$ cat src/rtl/cmult_pipe_if.sv
// Handshake and data bundle for the pipelined complex multiplier.
// The master side drives samples in; the slave side is the multiplier.
interface cmult_pipe_if #(
    parameter int DW = 16,
    parameter int TW = 8,
    parameter int CW = 16
);
    logic                 in_valid;
    logic                 in_ready;
    logic signed [DW-1:0] a_re;
    logic signed [DW-1:0] a_im;
    logic signed [TW-1:0] w_re;
    logic signed [TW-1:0] w_im;
    logic                 rnd_mode;
    logic                 out_valid;
    logic                 out_ready;
    logic signed [DW-1:0] p_re;
    logic signed [DW-1:0] p_im;
    logic                 sat;
    logic [CW-1:0]        sat_cnt;
    logic                 cnt_clr;

    modport master (
        output in_valid, a_re, a_im, w_re, w_im, rnd_mode, out_ready, cnt_clr,
        input  in_ready, out_valid, p_re, p_im, sat, sat_cnt
    );

    modport slave (
        input  in_valid, a_re, a_im, w_re, w_im, rnd_mode, out_ready, cnt_clr,
        output in_ready, out_valid, p_re, p_im, sat, sat_cnt
    );
endinterface

$ cat src/rtl/cmult_pipe.sv
// Three-stage pipelined complex multiplier P = A*W with Q1.(TW-1) twiddles,
// per-sample truncate/round, output saturation and a saturation event counter.
module cmult_pipe #(
    parameter int DW = 16,
    parameter int TW = 8,
    parameter int CW = 16
) (
    input logic       clk,
    input logic       rst,
    cmult_pipe_if.slave bus
);
    localparam int PW = DW + TW;
    localparam int FW = DW + TW + 1;

    localparam logic signed [FW-1:0] SAT_MAX = {{(TW+2){1'b0}}, {(DW-1){1'b1}}};
    localparam logic signed [FW-1:0] SAT_MIN = {{(TW+2){1'b1}}, {(DW-1){1'b0}}};

    logic stall;

    logic                 s1_valid;
    logic signed [DW-1:0] s1_a_re;
    logic signed [DW-1:0] s1_a_im;
    logic signed [TW-1:0] s1_w_re;
    logic signed [TW-1:0] s1_w_im;
    logic                 s1_rnd;

    logic                 s2_valid;
    logic signed [PW-1:0] s2_rr;
    logic signed [PW-1:0] s2_ii;
    logic signed [PW-1:0] s2_ri;
    logic signed [PW-1:0] s2_ir;
    logic                 s2_rnd;

    logic signed [FW-1:0] re_full;
    logic signed [FW-1:0] im_full;
    logic signed [FW-1:0] rnd_add;
    logic signed [FW-1:0] re_rnd;
    logic signed [FW-1:0] im_rnd;
    logic signed [FW-1:0] re_sh;
    logic signed [FW-1:0] im_sh;
    logic [DW:0]          re_clip;
    logic [DW:0]          im_clip;

    logic                 out_valid_q;
    logic signed [DW-1:0] p_re_q;
    logic signed [DW-1:0] p_im_q;
    logic                 sat_q;
    logic [CW-1:0]        sat_cnt_q;

    // A result that cannot leave freezes every stage, valid bits included.
    assign stall = out_valid_q & ~bus.out_ready;

    function automatic logic [DW:0] clip(input logic signed [FW-1:0] v);
        if (v > SAT_MAX) begin
            return {1'b1, SAT_MAX[DW-1:0]};
        end else if (v < SAT_MIN) begin
            return {1'b1, SAT_MIN[DW-1:0]};
        end else begin
            return {1'b0, v[DW-1:0]};
        end
    endfunction

    always_ff @(posedge clk) begin
        if (rst) begin
            s1_valid <= 1'b0;
            s1_a_re  <= '0;
            s1_a_im  <= '0;
            s1_w_re  <= '0;
            s1_w_im  <= '0;
            s1_rnd   <= 1'b0;
        end else if (!stall) begin
            s1_valid <= bus.in_valid;
            if (bus.in_valid) begin
                s1_a_re <= bus.a_re;
                s1_a_im <= bus.a_im;
                s1_w_re <= bus.w_re;
                s1_w_im <= bus.w_im;
                s1_rnd  <= bus.rnd_mode;
            end
        end
    end

    always_ff @(posedge clk) begin
        if (rst) begin
            s2_valid <= 1'b0;
            s2_rr    <= '0;
            s2_ii    <= '0;
            s2_ri    <= '0;
            s2_ir    <= '0;
            s2_rnd   <= 1'b0;
        end else if (!stall) begin
            s2_valid <= s1_valid;
            if (s1_valid) begin
                s2_rr  <= PW'(s1_a_re) * PW'(s1_w_re);
                s2_ii  <= PW'(s1_a_im) * PW'(s1_w_im);
                s2_ri  <= PW'(s1_a_re) * PW'(s1_w_im);
                s2_ir  <= PW'(s1_a_im) * PW'(s1_w_re);
                s2_rnd <= s1_rnd;
            end
        end
    end

    // Rounding adds half an LSB of the scaled result before the floor shift.
    always_comb begin
        rnd_add         = '0;
        rnd_add[TW-2]   = s2_rnd;
        re_full         = FW'(s2_rr) - FW'(s2_ii);
        im_full         = FW'(s2_ri) + FW'(s2_ir);
        re_rnd          = re_full + rnd_add;
        im_rnd          = im_full + rnd_add;
        re_sh           = re_rnd >>> (TW - 1);
        im_sh           = im_rnd >>> (TW - 1);
        re_clip         = clip(re_sh);
        im_clip         = clip(im_sh);
    end

    always_ff @(posedge clk) begin
        if (rst) begin
            out_valid_q <= 1'b0;
            p_re_q      <= '0;
            p_im_q      <= '0;
            sat_q       <= 1'b0;
        end else if (!stall) begin
            out_valid_q <= s2_valid;
            if (s2_valid) begin
                p_re_q <= re_clip[DW-1:0];
                p_im_q <= im_clip[DW-1:0];
                sat_q  <= re_clip[DW] | im_clip[DW];
            end
        end
    end

    // Clear wins over a same-cycle increment; the count sticks at all-ones.
    always_ff @(posedge clk) begin
        if (rst) begin
            sat_cnt_q <= '0;
        end else if (bus.cnt_clr) begin
            sat_cnt_q <= '0;
        end else if (out_valid_q && bus.out_ready && sat_q && (sat_cnt_q != {CW{1'b1}})) begin
            sat_cnt_q <= sat_cnt_q + 1'b1;
        end
    end

    assign bus.in_ready  = ~stall;
    assign bus.out_valid = out_valid_q;
    assign bus.p_re      = p_re_q;
    assign bus.p_im      = p_im_q;
    assign bus.sat       = sat_q;
    assign bus.sat_cnt   = sat_cnt_q;

endmodule
$ cat src/flat_wrapper.sv
// flat-port wrapper written by rule: the top's interface ports become plain ports
module cmult_pipe_flat 
#(
    parameter int DW = 16,
    parameter int TW = 8,
    parameter int CW = 16
)
  (clk, rst, bus_in_valid, bus_a_re, bus_a_im, bus_w_re, bus_w_im, bus_rnd_mode, bus_out_ready, bus_cnt_clr, bus_in_ready, bus_out_valid, bus_p_re, bus_p_im, bus_sat, bus_sat_cnt);
  cmult_pipe_if #(.DW(DW), .TW(TW), .CW(CW)) bus_i ();
  input logic clk;
  input logic rst;
  input wire logic [$bits(bus_i.in_valid)-1:0] bus_in_valid;
  input wire logic [$bits(bus_i.a_re)-1:0] bus_a_re;
  input wire logic [$bits(bus_i.a_im)-1:0] bus_a_im;
  input wire logic [$bits(bus_i.w_re)-1:0] bus_w_re;
  input wire logic [$bits(bus_i.w_im)-1:0] bus_w_im;
  input wire logic [$bits(bus_i.rnd_mode)-1:0] bus_rnd_mode;
  input wire logic [$bits(bus_i.out_ready)-1:0] bus_out_ready;
  input wire logic [$bits(bus_i.cnt_clr)-1:0] bus_cnt_clr;
  output wire logic [$bits(bus_i.in_ready)-1:0] bus_in_ready;
  output wire logic [$bits(bus_i.out_valid)-1:0] bus_out_valid;
  output wire logic [$bits(bus_i.p_re)-1:0] bus_p_re;
  output wire logic [$bits(bus_i.p_im)-1:0] bus_p_im;
  output wire logic [$bits(bus_i.sat)-1:0] bus_sat;
  output wire logic [$bits(bus_i.sat_cnt)-1:0] bus_sat_cnt;
  assign bus_i.in_valid = bus_in_valid;
  assign bus_i.a_re = bus_a_re;
  assign bus_i.a_im = bus_a_im;
  assign bus_i.w_re = bus_w_re;
  assign bus_i.w_im = bus_w_im;
  assign bus_i.rnd_mode = bus_rnd_mode;
  assign bus_i.out_ready = bus_out_ready;
  assign bus_i.cnt_clr = bus_cnt_clr;
  assign bus_in_ready = bus_i.in_ready;
  assign bus_out_valid = bus_i.out_valid;
  assign bus_p_re = bus_i.p_re;
  assign bus_p_im = bus_i.p_im;
  assign bus_sat = bus_i.sat;
  assign bus_sat_cnt = bus_i.sat_cnt;
  cmult_pipe #(.DW(DW), .TW(TW), .CW(CW)) u_core (.clk(clk), .rst(rst), .bus(bus_i));
endmodule
$ cat config.mk
export PLATFORM = sky130hd
export DESIGN_NAME = cmult_pipe_flat
export DESIGN_NICKNAME = d
export VERILOG_FILES = /design/src/rtl/cmult_pipe_if.sv /design/src/rtl/cmult_pipe.sv /design/src/flat_wrapper.sv
export SDC_FILE = /design/constraint.sdc
export NUM_CORES = 2
export LEC_CHECK = 0
export CAP_MARGIN = 20
export CORE_MARGIN = 1
export CORE_UTILIZATION = 30
export CTS_BUF_LIST = sky130_fd_sc_hd__clkbuf_8 sky130_fd_sc_hd__clkbuf_16
export CTS_CLUSTER_DIAMETER = 150
export CTS_CLUSTER_SIZE = 24
export DETAILED_ROUTE_END_ITERATION = 8
export PLACE_DENSITY_LB_ADDON = 0.3
export SLEW_MARGIN = 15
export SYNTH_ARGS = -nofsm -noshare
export SYNTH_HDL_FRONTEND = slang
export SYNTH_SLANG_ARGS = --single-unit
$ cat constraint.sdc
create_clock -name clk -period 4.55 [get_ports clk]
set_input_delay 0.91 -clock clk [delete_from_list [all_inputs] [get_ports clk]]
set_output_delay 0.91 -clock clk [all_outputs]
set_load 0.02 [all_outputs]
# == After elaboration in Yosys (flattened, before gate mapping) ==
# Cells that the tools add are included.
# op_classes
add_sub_neg,5
n_mul,4
n_lt_le_gt_ge,4
eq_ne,1
muxes,4
bitwise,4
reduce_logical,7
# op_table
op,count
multiplier 16 x 8 -> 24 bit,4
two-way mux 17 bit,4
adder 25 x 8 -> 25 bit,2
"> comparator 18 x 16 -> 1 bit, second input constant",2
"less-than comparator 18 x 16 -> 1 bit, second input constant",2
adder 24 x 24 -> 25 bit,1
subtractor 24 x 24 -> 25 bit,1
"adder 16 x 1 -> 16 bit, second input constant",1
"inequality test 16 bit, second input constant",1
AND reduction 2 bit,3
logical AND 1 bit,3
NOT 1 bit,2
OR reduction 2 bit,1
AND 1 bit,1
bitwise OR 1 bit,1
# word_totals
reg_bits,198
out_inout_bits,51
wordCells,46

# == Logic depth before layout (Yosys ltp) ==
# depth
depth_word,6
depth_mapped,21

# == Least setup slack after synthesis ==
# Ideal clock, no wire load.
# synth_timing
path_kind,reg2reg
startpoint,register u_core.s1_w_re[7]
endpoint,register u_core.s2_ir[23]
setup_time_ns,0.133
t_arrival_ns,4.890
required_ns,4.417
slack_ns,-0.473
stages_incl_launch_ff,21
path_buffers,1
synth_period_minus_slack_ns,5.023
path_cell_list,dfxtp_1 -> clkinv_1 -> buf_1 -> nor2_1 -> fa_1 -> fa_1 -> fa_1 -> inv_1 -> fa_1 -> inv_1 -> ha_1 -> a21o_1 -> a21o_1 -> a2111oi_0 -> o21ai_0 -> nand2_1 -> o31a_1 -> o21ai_0 -> a21oi_1 -> mux2i_1 -> nor3_1
# synth_via
elab_chain_cells,1
# synth_lines
element,line,rtl
from (decl),cmult_pipe.sv:23,logic signed [TW-1:0] s1_w_re;
from (signal assigned),cmult_pipe.sv:76,s1_w_re <= bus.w_re;
multiplier 16 x 8 -> 24 bit,cmult_pipe.sv:97,s2_ir <= PW'(s1_a_im) * PW'(s1_w_re);
to (signal assigned),cmult_pipe.sv:97,
to (decl),cmult_pipe.sv:31,logic signed [PW-1:0] s2_ir;
# Every way passes these cells.
# A chain may end at the register's enable or synchronous reset.

# == Worst setup path after layout ==
# layout_timing
startpoint,register u_core.s1_w_re[3]
endpoint,register u_core.s2_ir[19]
# The elaborated chain is that of the path after synthesis.

==> Flow_metrics.wiki <==
{| class="wikitable"
! Metric !! Value
|-
| Count of hold buffers inserted by post-cts repair || 0
|-
| IO buf count || 104
|-
| Area share of the largest cell type after synthesis || ~30%
|-
| Library cell occupying the most area in the post-synthesis netlist || fa_1
|-
| Top-Level Pins || 105
|-
| Register area share after synthesis || 14.32%
|-
| Class of the most critical setup path || reg2reg
|-
| Startpoint of the lowest-slack hold path || u_core.s2_rr[0]
|-
| Worst Setup Start Kind || flop
|-
| Part of the total power dissipated in sequential elements || between 20% and 30%
|-
| Mean Syn Cell Area || 8.473 µm²
|-
| Storage cell area || between 4000 and 5000 µm²
|-
| Overall Global Routing Usage || roughly 17%
|-
| Post-DP HPWL || 62540 µm
|-
| Power density of the placed cells || about 180 nW/µm²
|-
| Multi-input gate area || 22210 µm²
|-
| Worst-margin pin slew || 1.023 ns
|-
| Count of fill cells added during filler insertion || 9223
|-
| Critical Path Max Stage Delay || 0.53 ns
|-
| CTS tree || done
|-
| TritonCTS Sinks || 198
|-
| Nets || between 4000 and 5000
|-
| CTS H-tree depth || 4
|-
| Clk buf depth || 2
|-
| Number of max-capacitance violations reported || 0
|-
| Count of final max-slew check failures || 0
|-
| Final count of hold timing violations || 0
|-
| Placeable core area || approximately 92000 µm²
|-
| Number of routed nets with antenna violations || 0
|-
| Netlist area before placement || 27670 µm²
|-
| Per-cell routed wire length || 16.38 µm
|-
| Routed met2 length || 35190 µm
|-
| Maximum clock rate || 209.6 MHz
|-
| Met3 WL || ~3300 µm
|-
| Fraction of the core area covered by cells at the end of the flow || 39.10%
|-
| Post-synthesis sequential element count || about 200
|-
| Startpoint of the most critical register-to-register path || u_core.s1_w_re[3]
|-
| Number of global-route vias before repair || 22500
|-
| Worst-path clk slew || 0.09 ns
|-
| TritonRoute pass-1 iters || 5
|-
| Crit. End Element || flop
|-
| Largest voltage drop on the vdd net || 0.2867 mV
|-
| EDFF count, synth || 0
|-
| Data arrival time of the worst path || 5.15 ns
|-
| Commonest register cell after synthesis || dfxtp_1
|-
| Vertical extent of the die || between 300 and 400 µm
|-
| Launching element of the worst setup path || u_core.s1_w_re[3]
|-
| Leading post-synthesis cells by cell area || fa_1 30%, dfxtp_1 14%, ha_1 12%
|-
| Fin cells || 4870
|-
| Per-cell via count in the routed design || ~4.5
|-
| Signed area change from the synthesized netlist to the final layout || 29.33%
|-
| Number of antenna violations at the first check in global routing || 1
|-
| Run status || finished, violations left
|-
| Synth async-reset ratio || 0%
|-
| Routed metal-1 wirelength || around 40000 µm
|-
| Final Total Pwr || 6.620 mW
|-
| Routability congestion estimate || 0.8757
|-
| Internal power summed over all cells || ~4.0 mW
|-
| Full die area || 93460 µm²
|-
| Sum of overflow across all layers after global routing || 0
|-
| Series of cell instances along the critical path || clkbuf_16, and2_4, fa_1, inv_2, fa_1, inv_1, fa_1, inv_1, fa_1, inv_2, ha_4, buf_4, inv_1, o21a_1, o21ai_2, nand2_2, o31a_1, buf_4, xor2_2, nor2_1, a21oi_1, nor2_1
|-
| Die W || 305.7 µm
|-
| Proportion of layout cells with a drive suffix above 1 || 21.31%
|-
| Failing checks || negative setup slack
|-
| Worst slew slack as a fraction of its limit || between 30% and 40%
|-
| Crit path max fanout || 7
|-
| Max stage delay cell, worst path || fa_1
|-
| Leakage power summed over all cells || 16.91 nW
|-
| Clock Latency Late Sink || roughly 0.52 ns
|-
| Commonest cells after routing, fill and taps aside || 570 x inv_1, 398 x fa_1, 370 x nand2_1
|-
| Post-Route Skew || 0.02165 ns
|-
| Drt drc || 0
|-
| Switching power || 2.639 mW
|-
| Fraction of the cycle the final worst path needs || 104.9%
|-
| Uppermost layer routed || met4
|-
| Maximum number of pins on one net before global-route repair || just over 60
|-
| Count of placed standard cells including taps || 4765
|-
| Std-Cell Rows || approximately 110
|-
| Post-layout worst setup margin || -0.2220 ns
|-
| Setup-failing EPs final || 29
|-
| Total wire length || about 80000 µm
|-
| Library cell used as clock root buffer || clkbuf_16
|-
| Effective utilization at floorplan || a little under a third
|-
| Data required time of the critical path || 4.93 ns
|-
| Number of buffers inserted during clock tree synthesis || 17
|-
| Overall via count from detail_route || ~22000
|-
| Unrepaired setup endpoints after global routing || yes
|-
| Clock Power Share || around 25%
|-
| Portion of total power attributed to combinational logic || 45.7%
|-
| Worst hold margin || 0.4503 ns
|-
| Most common cell after layout, fill and taps aside || inv_1
|-
| Number of nets produced by synthesis || about 4000
|-
| Initial detailed-routing violation count || 1044
|-
| Gate count of the mapped netlist || 3266
|-
| Min cycle time layout || 4.772 ns
|-
| Number of warnings reported in the yosys synthesis log || 0
|-
| Global-route wire length before repair || 126200 µm
|-
| Number of distinct library cell variants in the gate-level netlist after synthesis || 77
|-
| Net Sw Frac || 39.86%
|-
| Worst min path class || reg2reg
|-
| CP most frequent cell || fa_1
|-
| Antenna cells || 0
|}
[critical path: cells and delay by family, from the launching register on]
family,cells,cell delay (ns)
adders and majority gates,5,2.26
DFF,1,0.39
xor gates and xnor gates,1,0.15
and+or+nand+nor,4,0.34
AOI/OAI and AO/OA,4,0.85
buffers and inverters,8,0.65
[path summary, 6_finish.rpt]
path / end / slack [ns] / cells after the start
setup reg to reg: u_core.s2_ir[19] / -0.22 / 22
hold / removal: u_core.s2_rr[0] / 0.45 / 2
setup / recovery: u_core.s2_ir[19] / -0.22 / 22
hold reg to reg: u_core.s2_rr[0] / 0.45 / 2
[what timing repair did]
| item | CTS | global route |
|---|---|---|
| setup buffers | 28 | 39 |
| resized for setup | 217 | 174 |
| gates cloned | 4 | 7 |
| pin swaps | 117 | 144 |
| setup endpoints to repair | 42 | 42 |
[through the flow]
step	setup slack, ns	TNS (ns)	area [µm²]
6_report	-0.2220	-3.595	35790
5_1_grt	-0.4211	-9.424	35790
4_1_cts	-0.1999	-2.662	34590
3_5_place_dp	-0.5583	-10.36	32860
3_3_place_gp	-0.4636	-9.060	32860
2_1_floorplan	0.00009992	0	27910
[cells by family after synthesis]
kind of cell / share of synthesized area [%]
AOI/OAI and AO/OA: 10.03
buffers and inverters: 10.43
muxes: 0.1492
DFF: 14.32
adders and majority gates: 42.11
xor gates and xnor gates: 3.984
and+or+nand+nor: 18.96
[cell type report]
| class | count | share of cell area, % |
|---|---|---|
| multi-input cells | 2309 | 62.07 |
| repair buffers | 529 | 14.20 |
| flip-flops and latches | 198 | 11.29 |
| inverters | 616 | 6.538 |
| well taps | 1186 | 4.147 |
| clock buffers | 18 | 1.227 |
| clock inverters | 14 | 0.5314 |
[routing by layer]
metal,track usage [%],vias to the layer above
li1,-,10930
met1,24.98,10780
met2,27.16,346
met3,2.420,59
met4,3.307,0
met5,0,-
[synthesized netlist by cell type (4+ instances only)]
master,count
a211o_1,4
a211oi_1,11
a211oi_2,6
a21o_1,37
a21oi_1,220
a31oi_1,12
and2_1,374
and3_1,12
and4_1,7
buf_1,10
buf_6,4
clkbuf_1,127
dfxtp_1,198
fa_1,414
ha_1,269
inv_1,614
nand2_1,379
nand2b_1,19
nand3_1,44
nand4_1,9
nor2_1,136
nor2b_1,19
nor3_1,21
nor4_1,4
o211ai_1,7
o21a_1,10
o21ai_0,68
o21ai_1,6
o21bai_1,15
o31ai_1,5
or3_1,18
xnor2_1,81
xor2_1,38
[state kept, by name (all words and copies together), names as in the netlist]
signal                cells
u_core.bus.p_im          16
u_core.s2_valid           1
u_core.bus.p_re          16
u_core.s2_ii             24
u_core.s2_ri             24
u_core.s1_w_re            8
u_core.bus.sat            1
u_core.s2_rnd             1
u_core.s1_rnd             1
u_core.s1_a_re           16
u_core.s2_rr             24
u_core.bus.out_valid      1
u_core.s1_a_im           16
u_core.s1_valid           1
u_core.s2_ir             24
u_core.bus.sat_cnt       16
u_core.s1_w_im            8
[power by group through the flow]
stage          combinational, mW  clock, mW  sequential [mW]
6_report                    3.02       1.66             1.93
5_1_grt                     3.37       1.77             1.94
4_1_cts                     2.88       1.72             1.93
3_5_place_dp                2.72          0             1.96
3_3_place_gp                2.71          0             1.96
2_1_floorplan               1.79          0             1.94
Note: power is estimated with default switching activity, not from simulation.
